File: src/rtl/dsi_video_scheduler.sv
// dsi_video_scheduler: walks a raster frame and issues the DSI video-mode packet sequence per line
// (VSS/VSE/HSS short, blanking long, RGB888 long) to the packet assembler, paced by a line timer.
// Ports: clk_i/rst_i; enable_i; cfg_h_*/cfg_v_* timing; pix_i/pix_valid_i/pix_ack_o pixel source;
// frame_start_o, err_underrun_o, err_late_o status; p_* assembler request interface with p_dreq_i.
module dsi_video_scheduler #(
    parameter int g_hcnt_bits = 16,
    parameter int g_vcnt_bits = 12
) (
    input  logic                   clk_i,
    input  logic                   rst_i,
    input  logic                   enable_i,
    input  logic [g_hcnt_bits-1:0] cfg_h_total_i,
    input  logic [g_hcnt_bits-1:0] cfg_h_active_i,
    input  logic [g_hcnt_bits-1:0] cfg_h_blank_i,
    input  logic [g_vcnt_bits-1:0] cfg_v_sync_i,
    input  logic [g_vcnt_bits-1:0] cfg_v_back_i,
    input  logic [g_vcnt_bits-1:0] cfg_v_active_i,
    input  logic [g_vcnt_bits-1:0] cfg_v_front_i,
    input  logic [23:0]            pix_i,
    input  logic                   pix_valid_i,
    output logic                   pix_ack_o,
    output logic                   frame_start_o,
    output logic                   err_underrun_o,
    output logic                   err_late_o,
    output logic                   p_req_o,
    output logic                   p_islong_o,
    output logic [5:0]             p_type_o,
    output logic [15:0]            p_wcount_o,
    output logic [15:0]            p_command_o,
    output logic [23:0]            p_payload_o,
    output logic                   p_last_o,
    input  logic                   p_dreq_i
);
    localparam int HB = g_hcnt_bits;
    localparam int VB = g_vcnt_bits;
    localparam int VW = g_vcnt_bits + 2;
    localparam logic [HB-1:0] H_ONE = 1;
    localparam logic [VB-1:0] V_ONE = 1;
    localparam logic [VW-1:0] VW_ONE = 1;

    typedef enum logic [2:0] {S_IDLE, S_SHORT, S_BLANK, S_RGB, S_WAIT} state_t;

    state_t          state_q, state_d;
    logic [HB-1:0]   h_cnt_q, h_cnt_d;
    logic [VB-1:0]   v_cnt_q, v_cnt_d;
    logic            hdr_q, hdr_d;
    logic [HB-1:0]   w_cnt_q, w_cnt_d;
    logic            err_underrun_q, err_underrun_d;
    logic            err_late_q, err_late_d;
    logic            cfg_load;
    logic [HB-1:0]   h_total_q, h_active_q, h_blank_q;
    logic [VB-1:0]   v_sync_q, v_back_q, v_active_q, v_front_q;

    // Line classification from the frame's latched vertical timing
    logic [VW-1:0] v_ext, act_lo, act_hi, v_last;
    logic          is_vss, is_vse, is_active, v_wrap;
    assign v_ext     = {2'b00, v_cnt_q};
    assign act_lo    = {2'b00, v_sync_q} + {2'b00, v_back_q};
    assign act_hi    = act_lo + {2'b00, v_active_q};
    assign v_last    = act_hi + {2'b00, v_front_q} - VW_ONE;
    assign is_vss    = (v_cnt_q == '0);
    assign is_vse    = (v_cnt_q == v_sync_q);
    assign is_active = !is_vss && !is_vse && (v_ext >= act_lo) && (v_ext < act_hi);
    assign v_wrap    = (v_ext == v_last);

    // Long packet progress: hdr_q marks the header as accepted, w_cnt_q counts payload words
    logic [HB-1:0] n_words;
    logic          long_st, word_last, seq_done, at_end, line_end;
    assign n_words   = (state_q == S_RGB) ? h_active_q : h_blank_q;
    assign long_st   = (state_q == S_BLANK) || (state_q == S_RGB);
    assign word_last = hdr_q && (w_cnt_q == n_words - H_ONE);
    assign seq_done  = p_dreq_i && (((state_q == S_SHORT) && !is_active) ||
                                    ((state_q == S_RGB) && word_last));
    assign at_end    = (h_cnt_q == h_total_q - H_ONE);
    // A line ends at the timer's last count once the sequence is done; a late line
    // keeps the timer parked at that count until its final word goes out.
    assign line_end  = at_end && ((state_q == S_WAIT) || seq_done);

    logic [HB+1:0] wc_blank, wc_rgb;
    assign wc_blank = {h_blank_q, 1'b0} + {2'b00, h_blank_q};
    assign wc_rgb   = {h_active_q, 1'b0} + {2'b00, h_active_q};

    // State register
    always_ff @(posedge clk_i or posedge rst_i) begin
        if (rst_i) state_q <= S_IDLE;
        else       state_q <= state_d;
    end

    // Next-state logic
    always_comb begin
        state_d = state_q;
        case (state_q)
            S_IDLE:  if (enable_i) state_d = S_SHORT;
            S_SHORT: if (p_dreq_i) begin
                if (is_active)     state_d = (h_blank_q != '0) ? S_BLANK : S_RGB;
                else if (line_end) state_d = enable_i ? S_SHORT : S_IDLE;
                else               state_d = S_WAIT;
            end
            S_BLANK: if (p_dreq_i && word_last) state_d = S_RGB;
            S_RGB:   if (seq_done) state_d = line_end ? (enable_i ? S_SHORT : S_IDLE) : S_WAIT;
            S_WAIT:  if (line_end) state_d = enable_i ? S_SHORT : S_IDLE;
            default: state_d = S_IDLE;
        endcase
    end

    // Outputs
    always_comb begin
        p_req_o       = 1'b0;
        p_islong_o    = 1'b0;
        p_type_o      = 6'h00;
        p_wcount_o    = 16'h0000;
        p_payload_o   = 24'h000000;
        p_last_o      = 1'b0;
        pix_ack_o     = 1'b0;
        frame_start_o = 1'b0;
        case (state_q)
            S_SHORT: begin
                p_req_o       = 1'b1;
                p_type_o      = is_vss ? 6'h01 : (is_vse ? 6'h11 : 6'h21);
                p_last_o      = !is_active;
                frame_start_o = is_vss && (h_cnt_q == '0);
            end
            S_BLANK: begin
                p_req_o    = 1'b1;
                p_islong_o = 1'b1;
                p_type_o   = 6'h19;
                p_wcount_o = 16'(wc_blank);
            end
            S_RGB: begin
                p_req_o     = 1'b1;
                p_islong_o  = 1'b1;
                p_type_o    = 6'h3E;
                p_wcount_o  = 16'(wc_rgb);
                p_last_o    = 1'b1;
                p_payload_o = pix_valid_i ? pix_i : 24'h000000;
                pix_ack_o   = hdr_q && p_dreq_i;
            end
            default: ;
        endcase
    end
    assign p_command_o    = 16'h0000;
    assign err_underrun_o = err_underrun_q;
    assign err_late_o     = err_late_q;

    // Datapath next-state: timer, line counter, packet progress, sticky errors
    always_comb begin
        h_cnt_d        = h_cnt_q;
        v_cnt_d        = v_cnt_q;
        hdr_d          = hdr_q;
        w_cnt_d        = w_cnt_q;
        err_underrun_d = err_underrun_q;
        err_late_d     = err_late_q;
        cfg_load       = 1'b0;
        if (state_q == S_IDLE) begin
            h_cnt_d  = '0;
            v_cnt_d  = '0;
            cfg_load = enable_i;
        end else if (line_end) begin
            h_cnt_d  = '0;
            v_cnt_d  = (!enable_i || v_wrap) ? '0 : v_cnt_q + V_ONE;
            cfg_load = enable_i && v_wrap;
        end else if (at_end) begin
            err_late_d = 1'b1;
        end else begin
            h_cnt_d = h_cnt_q + H_ONE;
        end
        if (long_st && p_dreq_i) begin
            if (!hdr_q) begin
                hdr_d = 1'b1;
            end else if (word_last) begin
                hdr_d   = 1'b0;
                w_cnt_d = '0;
            end else begin
                w_cnt_d = w_cnt_q + H_ONE;
            end
        end
        if ((state_q == S_RGB) && hdr_q && p_dreq_i && !pix_valid_i) err_underrun_d = 1'b1;
    end

    always_ff @(posedge clk_i or posedge rst_i) begin
        if (rst_i) begin
            h_cnt_q        <= '0;
            v_cnt_q        <= '0;
            hdr_q          <= 1'b0;
            w_cnt_q        <= '0;
            err_underrun_q <= 1'b0;
            err_late_q     <= 1'b0;
            h_total_q      <= '0;
            h_active_q     <= '0;
            h_blank_q      <= '0;
            v_sync_q       <= '0;
            v_back_q       <= '0;
            v_active_q     <= '0;
            v_front_q      <= '0;
        end else begin
            h_cnt_q        <= h_cnt_d;
            v_cnt_q        <= v_cnt_d;
            hdr_q          <= hdr_d;
            w_cnt_q        <= w_cnt_d;
            err_underrun_q <= err_underrun_d;
            err_late_q     <= err_late_d;
            if (cfg_load) begin
                h_total_q  <= cfg_h_total_i;
                h_active_q <= cfg_h_active_i;
                h_blank_q  <= cfg_h_blank_i;
                v_sync_q   <= cfg_v_sync_i;
                v_back_q   <= cfg_v_back_i;
                v_active_q <= cfg_v_active_i;
                v_front_q  <= cfg_v_front_i;
            end
        end
    end
endmodule

File: config.mk
export PLATFORM = sky130hd
export DESIGN_NAME = dsi_video_scheduler
export DESIGN_NICKNAME = d
export VERILOG_FILES = /design/src/rtl/dsi_video_scheduler.sv
export SDC_FILE = /design/constraint.sdc
export NUM_CORES = 1
export LEC_CHECK = 0
export CAP_MARGIN = 20
export CORE_MARGIN = 5
export CORE_UTILIZATION = 55
export CTS_CLUSTER_DIAMETER = 80
export CTS_CLUSTER_SIZE = 24
export DETAILED_ROUTE_END_ITERATION = 16
export GPL_ROUTABILITY_DRIVEN = 0
export PLACE_DENSITY = 0.81
export SETUP_SLACK_MARGIN = 0.05
export SKIP_LAST_GASP = 1
export SYNTH_ARGS = -nofsm -noshare
export SYNTH_HDL_FRONTEND = slang
export SYNTH_SLANG_ARGS = --single-unit
File: constraint.sdc
create_clock -name clk_i -period 8.56 [get_ports clk_i]
set_input_delay 2.14 -clock clk_i [delete_from_list [all_inputs] [get_ports clk_i]]
set_output_delay 2.14 -clock clk_i [all_outputs]
set_load 0.02 [all_outputs]
==> results.sh <==
export IMPL_ys_seq_area_frac=0.2913
export IMPL_die_w_um=161.0
export IMPL_tritoncts="yes"
export IMPL_drive_gt1_frac=0.07643
export IMPL_initial_core_util=0.5557
export IMPL_grt_max_degree=78
export IMPL_drv_cap=0
export IMPL_rsz0062_at_grt="false"
export IMPL_syn_mean_instance_area_um2=8.972
export IMPL_synth_ff_type="dfrtp_1"
export IMPL_syn_area_mm2=0.01254
export IMPL_die_y_um=161.0
export IMPL_worstSetupPathType="register to output pin"
export IMPL_hold_path_class="register to register"
export IMPL_die_area_mm2=0.02593
export IMPL_pin_count=194
export IMPL_fin_nets=1785
export IMPL_cts_max_level=4
export IMPL_synth_distinct_cells=83
export IMPL_drc_errors=0
export IMPL_endpoint_kind="output pin"
export IMPL_num_antenna_cells=0
export IMPL_syn2layout_area_growth_pct=19.32
export IMPL_root_buffer="clkbuf_16"
export IMPL_synth_edf_count=0
export IMPL_postRouteAntennaNets=0
export IMPL_setup_viol=0
export IMPL_drv_slew=0
export IMPL_fin_skew_ns=0.02059
export IMPL_grt_pass1_wl_um=52990
export IMPL_ys_warn_count=0
export IMPL_worstPathMaxFanout=6
export IMPL_synth_cells=1398
export IMPL_clk_path_buf_depth=2
export IMPL_routed_wirelength_um=32330
export IMPL_tns_ns=0
export IMPL_async_flop_share=1.000
export IMPL_startpoint_type="register"
export IMPL_grt_pass1_vias=10920
export IMPL_drt_first_pass_iters=9
export IMPL_antenna_found_initial=0
export IMPL_slew_headroom=0.3212
export IMPL_gr_usage_all_layers=0.2457
export IMPL_worstMarginPinSlew_ns=1.017
export IMPL_min_period_over_period=0.9581
export IMPL_drtIter0Drc=692
export IMPL_required_ns=6.42
export IMPL_cts_sinks=146
export IMPL_fmaxAchievable_ghz=0.1219
export IMPL_numPortBuffers=177
export IMPL_routed_via_density=5.916
export IMPL_path_clk_slew_ns=0.07
export IMPL_ys_ff_latch=146
export IMPL_core_area_mm2=0.02257
export IMPL_clkLatencyLatePin_ns=0.43
export IMPL_finalCriticalPeriod_ns=8.202
export IMPL_report_final_hold_viol_count=0
export IMPL_grt_overflow_total=0
export IMPL_num_rows=55
export IMPL_hpwlAfterDp_um=24860
export IMPL_vias=10900
export IMPL_outcome="complete, no violations"
export IMPL_critical_path_arrival_ns=6.06
export IMPL_wl_per_cell_um=17.55
export IMPL_cts_made_buffers=17
export IMPL_cts_hold_buf=0
-- timing repair --
action	in CTS	in global routing
resized for setup	0	1
setup buffers	0	0
setup endpoints to repair	0	1
-- metrics by stage --
| stage | worst slack, ns | hold slack (ns) | cells | area (um^2) | util |
|---|---|---|---|---|---|
| after floorplan | 1.899 | 0.4623 | 1413 | 12600 | - |
| after global placement | 1.019 | 0.4519 | 1811 | 14400 | 0.6377 |
| after detailed placement | 0.8093 | 0.4633 | 1811 | 14400 | 0.6377 |
| after CTS | 0.3137 | 0.4843 | 1842 | 14960 | 0.6629 |
| after global routing | 0.06506 | 0.5067 | 1842 | 14970 | 0.6631 |
| final | 0.3585 | 0.4854 | 1842 | 14970 | 0.6631 |
-- worst max-delay path, stage by stage, from the launching register on --
cell and delay [ns]:
dfrtp_1 0.41, ha_1 0.24, fa_1 0.44, a211oi_1 0.29, o21bai_1 0.13, a21oi_1 0.35
xnor2_1 0.17, ha_1 0.30, nor3_1 0.28, a21oi_1 0.14, xnor2_1 0.19, ha_1 0.21
a2111oi_0 0.38, o21a_1 0.23, nor3_1 0.07, a2111o_1 0.41, and4_1 0.22, a211oi_2 0.30
nand2b_1 0.12, and2_1 0.21, clkdlybuf4s50_1 0.55
-- placed cells by master, fill, tap and decap left out, types with 12 or more instances in the layout --
cell	count
a211oi_1	12
a21o_1	33
a21oi_1	77
and3_1	35
clkbuf_16	17
clkdlybuf4s50_1	177
conb_1	16
dfrtp_1	146
ha_1	110
inv_1	90
mux2_1	40
mux2_2	57
mux2i_1	16
nand2_1	77
nand2b_1	21
nand3_1	46
nand4_1	18
nor2_1	102
nor3_1	34
nor4_1	15
o211ai_1	13
o21ai_0	70
o21bai_1	12
or3_1	23
xnor2_1	81
xor2_1	56
-- layer usage --
| layer | routed length, um | global-route usage |
|---|---|---|
| met4 | 1110 | 0.09461 |
| met5 | 0 | 0 |
| met2 | 16380 | 0.4417 |
| met1 | 13130 | 0.2950 |
| met3 | 1713 | 0.04006 |
-- layout make-up --
cell class,instances,area (um^2)
Clock inverter,12,133.9
Multi-Input combinational cell,1104,8207
Tap cell,285,356.6
Timing Repair Buffer,183,1829
Inverter,93,354.1
Sequential cell,146,3654
Clock buffer,19,432.9
Fill cell,1830,7605
-- synthesized netlist by cell type, types with 21 or more instances --
| master | count | area share |
|---|---|---|
| clkbuf_1 | 33 | 0.0099 |
| dfrtp_1 | 146 | 0.29 |
| nand2b_1 | 21 | 0.010 |
| buf_4 | 22 | 0.013 |
| mux2_2 | 57 | 0.051 |
| xor2_1 | 56 | 0.039 |
| ha_1 | 110 | 0.11 |
| xnor2_1 | 81 | 0.057 |
| nand3_1 | 46 | 0.018 |
| a21o_1 | 33 | 0.020 |
| nor3_1 | 34 | 0.014 |
| inv_1 | 91 | 0.027 |
| or3_1 | 23 | 0.011 |
| nor2_1 | 102 | 0.031 |
| mux2_1 | 40 | 0.036 |
| and3_1 | 35 | 0.017 |
| o21ai_0 | 70 | 0.028 |
| nand2_1 | 77 | 0.023 |
| a21oi_1 | 77 | 0.031 |
-- sequential cells by signal, summed over array words and instances (netlist names), 12 cells and up --
name / cells
v_front_q: 12
v_cnt_q: 12
v_back_q: 12
v_active_q: 12
w_cnt_q: 16
h_total_q: 16
h_cnt_q: 16
h_blank_q: 16
v_sync_q: 12
h_active_q: 16
-- path summary, 6_finish.rpt --
path	startpoint	endpoint	slack, ns	cells past startpoint
min in group asynchronous	rst_i	h_total_q[2]$_DFFE_PP0P_	2.17	2
hold reg to reg	err_underrun_o$_DFFE_PP0P_	err_underrun_o$_DFFE_PP0P_	0.49	2
max in group asynchronous	rst_i	v_back_q[6]$_DFFE_PP0P_	4.99	3
setup / recovery	v_sync_q[0]$_DFFE_PP0P_	p_last_o	0.36	20
setup reg to reg	v_sync_q[0]$_DFFE_PP0P_	v_sync_q[11]$_DFFE_PP0P_	0.64	28
hold / removal	err_underrun_o$_DFFE_PP0P_	err_underrun_o$_DFFE_PP0P_	0.49	2
-- cells by family after synthesis --
family                   share of synthesized area
XOR/XNOR                                   0.09566
buffers and inverters                      0.05935
multiplexers                               0.09985
AO/OA/AOI/OAI                               0.1552
flip-flops                                  0.2913
adder cells (fa/ha/maj)                     0.1185
other                                    0.0002990
AND/OR/NAND/NOR                             0.1799
Power is left out: the tool's default activity adds up to more than one toggle a clock period on the data nets, which glitch-free logic cannot reach.
